File: config.mk
export PLATFORM = sky130hd
export DESIGN_NAME = mlp_seq_regressor
export DESIGN_NICKNAME = d
export VERILOG_FILES = /design/src/rtl/mlp_seq_pkg.sv /design/src/rtl/mlp_mac.sv /design/src/rtl/mlp_seq_regressor.sv
export SDC_FILE = /design/constraint.sdc
export NUM_CORES = 1
export LEC_CHECK = 0
export ABC_CLOCK_PERIOD_IN_PS = 6200
export CORE_MARGIN = 10
export CORE_UTILIZATION = 30
export CTS_CLUSTER_DIAMETER = 40
export CTS_CLUSTER_SIZE = 20
export DETAILED_ROUTE_END_ITERATION = 10
export GPL_TIMING_DRIVEN = 1
export HOLD_SLACK_MARGIN = 0.08
export SLEW_MARGIN = 25
export SYNTH_ARGS = -nofsm -noshare
export SYNTH_HDL_FRONTEND = slang
export SYNTH_SLANG_ARGS = --single-unit
File: constraint.sdc
create_clock -name clk -period 6.2 [get_ports clk]
set_input_delay 1.24 -clock clk [delete_from_list [all_inputs] [get_ports clk]]
set_output_delay 1.24 -clock clk [all_outputs]
set_load 0.1 [all_outputs]
File: src/rtl/mlp_seq_pkg.sv
// rtl/mlp_seq_pkg.sv - FSM state type and trained weights/biases for mlp_seq_regressor
package mlp_seq_pkg;

  typedef enum logic [1:0] {IDLE, HID, OUT, DONE} state_t;

  localparam int PKG_N_IN  = 11;
  localparam int PKG_N_HID = 2;

  // W0[h][k] multiplies feature k into hidden neuron h
  localparam int W0 [PKG_N_HID][PKG_N_IN] = '{
    '{-23, 72, 16, -8, 40, -12, 34, 18, 12, -56, -88},
    '{ -4, -4, -4,  9,  0,  -8, -7, -8, -4,  -8,  -7}
  };
  localparam int W1 [PKG_N_HID] = '{-6, -4};
  localparam int B0 [PKG_N_HID] = '{688, 108};
  localparam int B1             = 27282;

endpackage

File: src/rtl/mlp_mac.sv
// rtl/mlp_mac.sv - signed multiply-accumulate with bias load, wraps at ACC_W bits
module mlp_mac #(
  parameter int A_W   = 5,
  parameter int B_W   = 8,
  parameter int ACC_W = 13
) (
  input  logic                    clk,
  input  logic                    rst,
  input  logic                    en,
  input  logic                    load,
  input  logic signed [ACC_W-1:0] bias,
  input  logic signed [A_W-1:0]   a,
  input  logic signed [B_W-1:0]   b,
  output logic signed [ACC_W-1:0] acc_next
);

  logic signed [ACC_W-1:0] acc;
  logic signed [ACC_W-1:0] prod;

  // product taken modulo 2^ACC_W, identical to truncating the full-width product
  assign prod     = ACC_W'(a) * ACC_W'(b);
  assign acc_next = (load ? bias : acc) + prod;

  always_ff @(posedge clk or posedge rst) begin
    if (rst)     acc <= '0;
    else if (en) acc <= acc_next;
  end

endmodule

File: src/rtl/mlp_seq_regressor.sv
// rtl/mlp_seq_regressor.sv - sequential 1-MAC-per-cycle two-layer MLP regressor
// Optional MLP_SEQ_OUT_RELU_EN clamps the final result at zero.
module mlp_seq_regressor import mlp_seq_pkg::*; #(
  parameter int N_IN   = 11,
  parameter int IN_W   = 4,
  parameter int N_HID  = 2,
  parameter int W_W    = 8,
  parameter int ACC0_W = 13,
  parameter int ACC1_W = 20
) (
  input  logic                   clk,
  input  logic                   rst,
  input  logic [N_IN*IN_W-1:0]   inp,
  input  logic                   in_valid,
  output logic                   in_ready,
  output logic [ACC1_W-1:0]      out,
  output logic                   out_valid,
  input  logic                   out_ready
);

  localparam int K_W  = (N_IN  > 1) ? $clog2(N_IN)  : 1;
  localparam int H_W  = (N_HID > 1) ? $clog2(N_HID) : 1;
  localparam int HA_W = ACC0_W - 1;

  state_t state, state_nxt;

  logic [N_IN*IN_W-1:0]    inp_q;
  logic [K_W-1:0]          cnt_k;
  logic [H_W-1:0]          cnt_h;
  logic [HA_W-1:0]         hid [N_HID];
  logic [IN_W-1:0]         feats [N_IN];
  logic                    last_k, last_h;
  logic                    hid_en, out_en, hid_store, res_load;
  logic signed [ACC0_W-1:0] hid_acc_next;
  logic signed [ACC1_W-1:0] out_acc_next;
  logic signed [ACC1_W-1:0] res;

  for (genvar g = 0; g < N_IN; g++) begin : g_feat
    assign feats[g] = inp_q[g*IN_W +: IN_W];
  end

  assign last_k = (cnt_k == K_W'(N_IN - 1));
  assign last_h = (cnt_h == H_W'(N_HID - 1));

  always_ff @(posedge clk or posedge rst) begin
    if (rst) state <= IDLE;
    else     state <= state_nxt;
  end

  always_comb begin
    state_nxt = state;
    case (state)
      IDLE: if (in_valid)         state_nxt = HID;
      HID:  if (last_k && last_h) state_nxt = OUT;
      OUT:  if (last_h)           state_nxt = DONE;
      DONE: if (out_ready)        state_nxt = IDLE;
      default:                    state_nxt = IDLE;
    endcase
  end

  always_comb begin
    in_ready  = 1'b0;
    hid_en    = 1'b0;
    out_en    = 1'b0;
    hid_store = 1'b0;
    res_load  = 1'b0;
    case (state)
      IDLE: in_ready = 1'b1;
      HID: begin
        hid_en    = 1'b1;
        hid_store = last_k;
      end
      OUT: begin
        out_en   = 1'b1;
        res_load = last_h;
      end
      default: ;
    endcase
  end

  always_ff @(posedge clk or posedge rst) begin
    if (rst)                       inp_q <= '0;
    else if (in_valid && in_ready) inp_q <= inp;
  end

  // cnt_k walks features within a neuron; cnt_h walks neurons in both layers
  always_ff @(posedge clk or posedge rst) begin
    if (rst) begin
      cnt_k <= '0;
      cnt_h <= '0;
    end else begin
      case (state)
        HID: begin
          if (last_k) begin
            cnt_k <= '0;
            cnt_h <= last_h ? '0 : cnt_h + H_W'(1);
          end else begin
            cnt_k <= cnt_k + K_W'(1);
          end
        end
        OUT: cnt_h <= last_h ? '0 : cnt_h + H_W'(1);
        default: begin
          cnt_k <= '0;
          cnt_h <= '0;
        end
      endcase
    end
  end

  mlp_mac #(.A_W(IN_W + 1), .B_W(W_W), .ACC_W(ACC0_W)) u_hid_mac (
    .clk      (clk),
    .rst      (rst),
    .en       (hid_en),
    .load     (cnt_k == '0),
    .bias     (ACC0_W'(B0[cnt_h])),
    .a        ($signed({1'b0, feats[cnt_k]})),
    .b        (W_W'(W0[cnt_h][cnt_k])),
    .acc_next (hid_acc_next)
  );

  mlp_mac #(.A_W(ACC0_W), .B_W(W_W), .ACC_W(ACC1_W)) u_out_mac (
    .clk      (clk),
    .rst      (rst),
    .en       (out_en),
    .load     (cnt_h == '0),
    .bias     (ACC1_W'(B1)),
    .a        ($signed({1'b0, hid[cnt_h]})),
    .b        (W_W'(W1[cnt_h])),
    .acc_next (out_acc_next)
  );

  always_ff @(posedge clk or posedge rst) begin
    if (rst)            hid <= '{default: '0};
    else if (hid_store) hid[cnt_h] <= hid_acc_next[ACC0_W-1] ? '0 : hid_acc_next[HA_W-1:0];
  end

`ifdef MLP_SEQ_OUT_RELU_EN
  assign res = out_acc_next[ACC1_W-1] ? '0 : out_acc_next;
`else
  assign res = out_acc_next;
`endif

  always_ff @(posedge clk or posedge rst) begin
    if (rst) begin
      out       <= '0;
      out_valid <= 1'b0;
    end else if (res_load) begin
      out       <= res;
      out_valid <= 1'b1;
    end else if (state == DONE && out_ready) begin
      out_valid <= 1'b0;
    end
  end

endmodule
==> results.py, run 1 <==
metrics = {
    "timing": {
        "finalSetupViolCount": 0,
        "tns_ns": 0,
        "worstMarginPinSlew_ns": 1.02,
        "fin_crit_sh_pct": 94.2,
        "finalHoldViolCount": 0,
        "worst_slew_margin_rel_pct": 31.6,
        "rsz0062_at_grt": "false",
        "skew_ns": 0.0244,
        "fmax_ghz": 0.171,
        "slew_viol_final": 0,
        "fin_crit_ns": 5.84,
    },
    "final_layout": {
        "num_antenna_cells": 0,
        "areaGrowthSynthToFinish_pct": 17.9,
        "mostFrequentLayoutCell": "inv_1",
        "final_cell_mix": "168 x inv_1, 128 x dfrtp_1, 94 x fa_1, 89 x ha_1, 82 x nand2_1",
        "fill_cells": 3457,
        "fin_util_pct": 35.6,
        "fin_nets": 1309,
        "drive_above_1_share_pct": 13.2,
    },
    "worst_setup_path": {
        "worstPathArrival_ns": 6.15,
        "cp_slowest_cell": "a211oi_1",
        "cp.depth": 20,
        "path_class": "reg -> reg",
        "reg2reg_slack_ns": 0.36,
        "r2r_cells": 20,
        "max_stage_delay_ns": 0.57,
        "startpoint_type": "flip-flop",
        "critPathBufInv": 7,
        "crit_path_end_kind": "flip-flop",
        "worstReg2RegStart": "cnt_h",
        "crit_required_ns": 6.51,
        "critPathLaunch": "cnt_h",
        "r2r_end": "u_out_mac.acc[19]",
        "crit_family": "adder cells",
        "cp_max_fo": 26,
        "crit_chain": "buf_4 -> buf_4 -> and2_1 -> a21oi_1 -> inv_1 -> ha_1 -> inv_1 -> fa_1 -> inv_1 -> fa_1 -> inv_1 -> fa_1 -> inv_1 -> ha_1 -> ha_1 -> nand3_1 -> a211oi_1 -> o2111ai_1 -> and3_1 -> o31a_1",
        "crit_top_cell": "inv_1",
        "worstSetupEndpoint": "u_out_mac.acc[19]",
    },
    "synthesis": {
        "synth_area_leaders": "dfrtp_1 31%, fa_1 18%, ha_1 11%",
        "yosys.area.top_type": "dfrtp_1",
        "yosysSeqAreaShare_pct": 31.1,
        "syn_area_mm2": 0.0104,
        "synth.avg_cell_area_um2": 10.3,
        "ys_types": 54,
        "async_flop_share_pct": 100,
        "synth_seq_cells": 129,
        "ys.warnings.count": 0,
        "synthDominantCellAreaShare_pct": 31.1,
        "syn-instance-count": 1006,
        "ys.flop_type": "dfrtp_1",
        "synth_edf_count": 0,
    },
    "route": {
        "drtAntennaViolNets": 0,
        "firstDrtPassIters": 5,
        "drc_errors": 0,
        "via_per_inst": 4.61,
        "drt_wl_total_um": 23400,
        "vias": 7128,
        "wl_per_cell_um": 15.1,
        "drtIter0Drc": 392,
    },
    "clock_network": {
        "clk_pin_slew_ns": 0.06,
        "cts_buffers": 17,
        "cts_hold_buf": 0,
        "ctsHtreeMaxLevel": 4,
        "clk_latency_ns": 0.44,
        "tritoncts": "yes",
        "clock_sinks": 129,
        "cts_setup_buffers": 0,
        "cts_buffer_depth": 2,
        "cts_root_buf": "clkbuf_16",
    },
    "global_route": {
        "grt_max_degree": 87,
        "track_usage_pct": 11.6,
        "grt_pass1_wl_um": 39600,
        "grt_pass1_vias": 7525,
        "gr-total-overflow": 0,
        "antenna_found_initial": 0,
    },
    "min_path": {
        "hold_start": "hid[9]",
        "hp-class": "reg -> reg",
    },
    "die": {
        "dieArea_mm2": 0.0424,
        "die_x_um": 206,
        "num_rows": 68,
        "initial_core_util_pct": 30.2,
        "die_y_um": 206,
        "core_area_mm2": 0.0344,
        "io_pins": 70,
    },
    "status": {
        "status": "complete, no violations",
    },
    "job": {
        "cap_viol_max_count": 0,
    },
    "placed_design": {
        "gp_congestion": 0.854,
        "portBuffers": 69,
        "dp_hpwl_um": 18200,
    },
}
-- stage by stage --
| step | hold slack, ns | setup WS, ns | std cells | instance area (um^2) |
|---|---|---|---|---|
| 5_1_grt | 0.498 | 0.00379 | 1545 | 12200 |
| 6_report | 0.476 | 0.361 | 1545 | 12200 |
| 4_1_cts | 0.480 | 0.218 | 1545 | 12200 |
| 2_1_floorplan | 0.441 | 0.689 | 1007 | 10400 |
| 3_5_place_dp | 0.468 | 0.247 | 1513 | 11600 |
| 3_3_place_gp | 0.462 | 0.430 | 1513 | 11600 |
-- metal layers --
metal	global-route usage [%]	up-vias	part of all wire, %	wire [um]
li1	-	3437	-	-
met1	15.9	3530	49	11400
met2	18.0	141	45	10500
met3	2.82	20	4.8	1120
met4	2.81	0	1.1	260
met5	0	-	0	0
-- sequential cells by signal, indices dropped and copies added, names as in the netlist --
name and count:
state 2, out_valid 1, u_out_mac.acc 20, cnt_k 4, u_hid_mac.acc 13, hid 24
cnt_h 1, inp_q 44, out 20
-- final cells by class --
type	instances	area, um^2	share of cell area (%)
Clock inverter	15	163	1.33
Timing Repair Buffer	88	846	6.91
Clock buffer	17	425	3.48
Multi-Input combinational cell	672	6360	52.0
Tap cell	455	569	4.65
Inverter	169	639	5.23
Sequential cell	129	3230	26.4
-- timing repair --
action,in CTS,in global routing
endpoints found under the setup margin,0,22
gates resized for setup,0,3
hold endpoints to repair,0,0
-- worst register-to-register path, cell delays in order (launching register included) --
cell and delay, ns:
dfrtp_1 0.37, buf_4 0.22, buf_4 0.24, and2_1 0.19, a21oi_1 0.43, inv_1 0.17
ha_1 0.31, inv_1 0.05, fa_1 0.47, inv_1 0.05, fa_1 0.53, inv_1 0.06
fa_1 0.53, inv_1 0.04, ha_1 0.28, ha_1 0.37, nand3_1 0.15, a211oi_1 0.57
o2111ai_1 0.23, and3_1 0.24, o31a_1 0.23
-- cells in the mapped netlist, drive strengths merged (7+ instances only) --
cell type,n
a211oi,7
a21o,14
a21oi,45
a22o,23
and2,19
buf,11
clkbuf,26
dfrtp,129
fa,94
ha,90
inv,169
mux2,73
mux2i,7
mux4,8
nand2,83
nor2,62
nor2b,17
o21ai,42
o31ai,8
xnor2,12
xor2,11
-- cells by family (layout without fill, tap and decap cells) --
| logic type | after synthesis | in the layout | synth area share (%) |
|---|---|---|---|
| adder cells (fa/ha/maj) | 184 | 184 | 29.0 |
| buffers and inverters | 206 | 289 | 7.77 |
| flip-flops | 129 | 129 | 31.1 |
| AO/OA/AOI/OAI | 164 | 164 | 10.3 |
| other | 1 | 2 | 0.0361 |
| AND/OR/NAND/NOR | 210 | 210 | 9.29 |
| multiplexers | 88 | 88 | 10.3 |
| XOR/XNOR | 24 | 24 | 2.23 |
-- worst min path at each step --
stage	slack (ns)	depth (start not counted)	endpoint
floorplan	0.44	2	hid[21]
global placement	0.46	2	out_valid
detailed placement	0.47	2	hid[9]
CTS	0.48	2	hid[9]
global route	0.50	2	out[14]
finish	0.48	2	hid[9]
Power of run 1 is left out: the tool's default activity adds up to more than one toggle a clock period on the data nets, which glitch-free logic cannot reach.
==> run 2: changes to the inputs <==
--- a/config.mk
+++ b/config.mk
@@ -13,6 +13,7 @@
 export DETAILED_ROUTE_END_ITERATION = 10
 export GPL_TIMING_DRIVEN = 1
 export HOLD_SLACK_MARGIN = 0.08
+export SKIP_LAST_GASP = 1
 export SLEW_MARGIN = 25
 export SYNTH_ARGS = -nofsm -noshare
 export SYNTH_HDL_FRONTEND = slang
==> results of run 2 <==
No change in the layout: final DEF, timing and power equal those of run 1.
Power of run 2 is left out for the same reason.
==> run 3: changes to the inputs <==
--- a/config.mk
+++ b/config.mk
@@ -8,13 +8,14 @@
 export ABC_CLOCK_PERIOD_IN_PS = 6200
 export CORE_MARGIN = 10
 export CORE_UTILIZATION = 30
+export CTS_BUF_LIST = sky130_fd_sc_hd__clkbuf_8
 export CTS_CLUSTER_DIAMETER = 40
 export CTS_CLUSTER_SIZE = 20
 export DETAILED_ROUTE_END_ITERATION = 10
 export GPL_TIMING_DRIVEN = 1
 export HOLD_SLACK_MARGIN = 0.08
 export SKIP_LAST_GASP = 1
-export SLEW_MARGIN = 25
+export SLEW_MARGIN = 15
 export SYNTH_ARGS = -nofsm -noshare
 export SYNTH_HDL_FRONTEND = slang
 export SYNTH_SLANG_ARGS = --single-unit
==> run 3 against run 2 <==
- clock-buffer cell count is the same
- worst setup slack worse by 0.054 ns
- cell count unchanged
- critical path depth did not move
- register-to-register slack lost 0.05 ns
- clock skew is 0.012 ns higher
- global-route usage about the same
- via count increased by 0.18%
- fmax is 0.92% lower
- critical path type unchanged
- largest cell class unchanged
==> results.py, run 3 (synthesis results as in run 1) <==
metrics = {
    "die": {
        "num_rows": 68,
        "dieArea_mm2": 0.0424,
        "initial_core_util_pct": 30.2,
        "die_y_um": 206,
        "die_x_um": 206,
        "core_area_mm2": 0.0344,
        "io_pins": 70,
    },
    "global_route": {
        "gr-total-overflow": 0,
        "grt_pass1_vias": 7506,
        "track_usage_pct": 11.6,
        "antenna_found_initial": 0,
        "grt_pass1_wl_um": 39500,
        "grt_max_degree": 87,
    },
    "clock_network": {
        "cts_root_buf": "clkbuf_8",
        "cts_buffers": 17,
        "clk_pin_slew_ns": 0.08,
        "cts_buffer_depth": 2,
        "ctsHtreeMaxLevel": 4,
        "clock_sinks": 129,
        "tritoncts": "yes",
        "clk_latency_ns": 0.48,
    },
    "placed_design": {
        "portBuffers": 69,
        "dpl_cell_area_mm2": 0.0116,
        "dp_hpwl_um": 18200,
        "dp_cells": 1513,
        "gp_congestion": 0.854,
    },
    "final_layout": {
        "mostFrequentLayoutCell": "inv_1",
        "final_cell_mix": "168 x inv_1, 128 x dfrtp_1, 94 x fa_1, 90 x ha_1, 82 x nand2_1",
        "largest_reg_flops": 44,
        "fin_area_mm2": 0.0120,
        "fin_nets": 1309,
        "largest_register": "inp_q",
        "drive_above_1_share_pct": 13.2,
        "top_regs": "inp_q: 44 flops, hid: 24 flops",
        "num_antenna_cells": 0,
        "fin_cells": 1545,
        "areaGrowthSynthToFinish_pct": 16.0,
        "multi_input_area_mm2": 0.00636,
        "fill_cells": 3481,
        "register_area_mm2": 0.00323,
    },
    "job": {
        "cap_viol_max_count": 0,
    },
    "worst_setup_path": {
        "r2r_cells": 20,
        "r2r_end": "u_out_mac.acc[19]",
        "worstReg2RegStart": "cnt_h",
        "max_stage_delay_ns": 0.62,
        "cp_max_fo": 26,
        "worstPathArrival_ns": 6.23,
        "critPathBufInv": 7,
        "path_class": "reg -> reg",
        "crit_required_ns": 6.54,
        "crit_top_cell": "inv_1",
        "startpoint_type": "flip-flop",
        "crit_path_end_kind": "flip-flop",
        "crit_chain": "buf_4 -> buf_4 -> and2_1 -> a21oi_1 -> inv_1 -> ha_1 -> inv_1 -> fa_1 -> inv_1 -> fa_1 -> inv_1 -> fa_1 -> inv_1 -> ha_1 -> ha_1 -> nand3_1 -> a211oi_1 -> o2111ai_1 -> and3_1 -> o31a_1",
        "cp_slowest_cell": "a211oi_1",
        "crit_family": "adder cells",
        "reg2reg_slack_ns": 0.31,
    },
    "timing": {
        "worst_slew_margin_rel_pct": 26.5,
        "finalHoldViolCount": 0,
        "rsz0062_at_grt": "false",
        "fmax_ghz": 0.170,
        "tns_ns": 0,
        "worstMarginPinSlew_ns": 1.10,
        "whs_ns": 0.482,
        "fin_crit_ns": 5.89,
        "skew_ns": 0.0368,
        "finalSetupViolCount": 0,
        "slew_viol_final": 0,
        "fin_crit_sh_pct": 95.1,
    },
    "route": {
        "wl_per_cell_um": 15.0,
        "drtAntennaViolNets": 0,
        "via_per_inst": 4.62,
        "vias": 7141,
        "firstDrtPassIters": 5,
        "drc_errors": 0,
        "drt_wl_total_um": 23300,
        "drtIter0Drc": 429,
    },
    "min_path": {
        "hold_start": "hid[9]",
        "hp-class": "reg -> reg",
        "whs_endpoint": "hid[9]",
        "holdPathStages": 2,
    },
    "status": {
        "status": "complete, no violations",
    },
}
-- run 3: cell count changes in the layout (fill, tap and decap cells not counted) --
cell       previous run  this run
ha_1                 89        90
ha_2                  1         0
clkbuf_16            17         0
o21ai_1               3         2
clkbuf_8              0        17
o21ai_2               0         1
-- run 3: cell type report --
type / instances / share of cell area (%)
flip-flops and latches: 129 / 26.8
repair buffers: 88 / 7.02
clock inverters: 15 / 1.35
clock buffers: 17 / 1.94
multi-input cells: 672 / 52.8
well taps: 455 / 4.73
inverters: 169 / 5.31
-- run 3: metrics by stage --
step	util [%]	setup slack, ns
global route	35.0	0.00347
detailed placement	33.8	0.247
global placement	33.8	0.430
finish	35.0	0.306
CTS	35.0	0.212
floorplan	-	0.689
-- run 3: timing repair --
action | 4_1_cts | 5_1_grt
hold buffers | 0 | 0
endpoints found under the setup margin | 0 | 22
buffers inserted | 0 | 0
gates resized for setup | 0 | 4
-- run 3: worst max path at each step --
stage	from	to	slack, ns	cells past startpoint
after detailed placement	cnt_k[0]	hid[3]	0.25	20
after floorplan	cnt_k[0]	hid[0]	0.69	23
final	cnt_h	u_out_mac.acc[19]	0.31	20
after global placement	cnt_h	u_out_mac.acc[19]	0.43	19
after CTS	cnt_k[0]	hid[11]	0.21	20
after global routing	cnt_h	u_out_mac.acc[19]	0.003	20
-- run 3: tightest hold or removal path, stage by stage (launching register included) --
cell	delay, ns
dfrtp_1	0.35
nand2_1	0.05
o31ai_1	0.06
-- run 3: metal layers --
| layer | up-vias | wire length, um | GRT usage (%) |
|---|---|---|---|
| met5 | - | 0 | 0 |
| met4 | 0 | 292 | 3.18 |
| met3 | 18 | 1060 | 2.76 |
| met2 | 138 | 10500 | 17.9 |
| met1 | 3547 | 11400 | 15.8 |
| li1 | 3438 | - | - |
Power of run 3 is left out for the same reason.
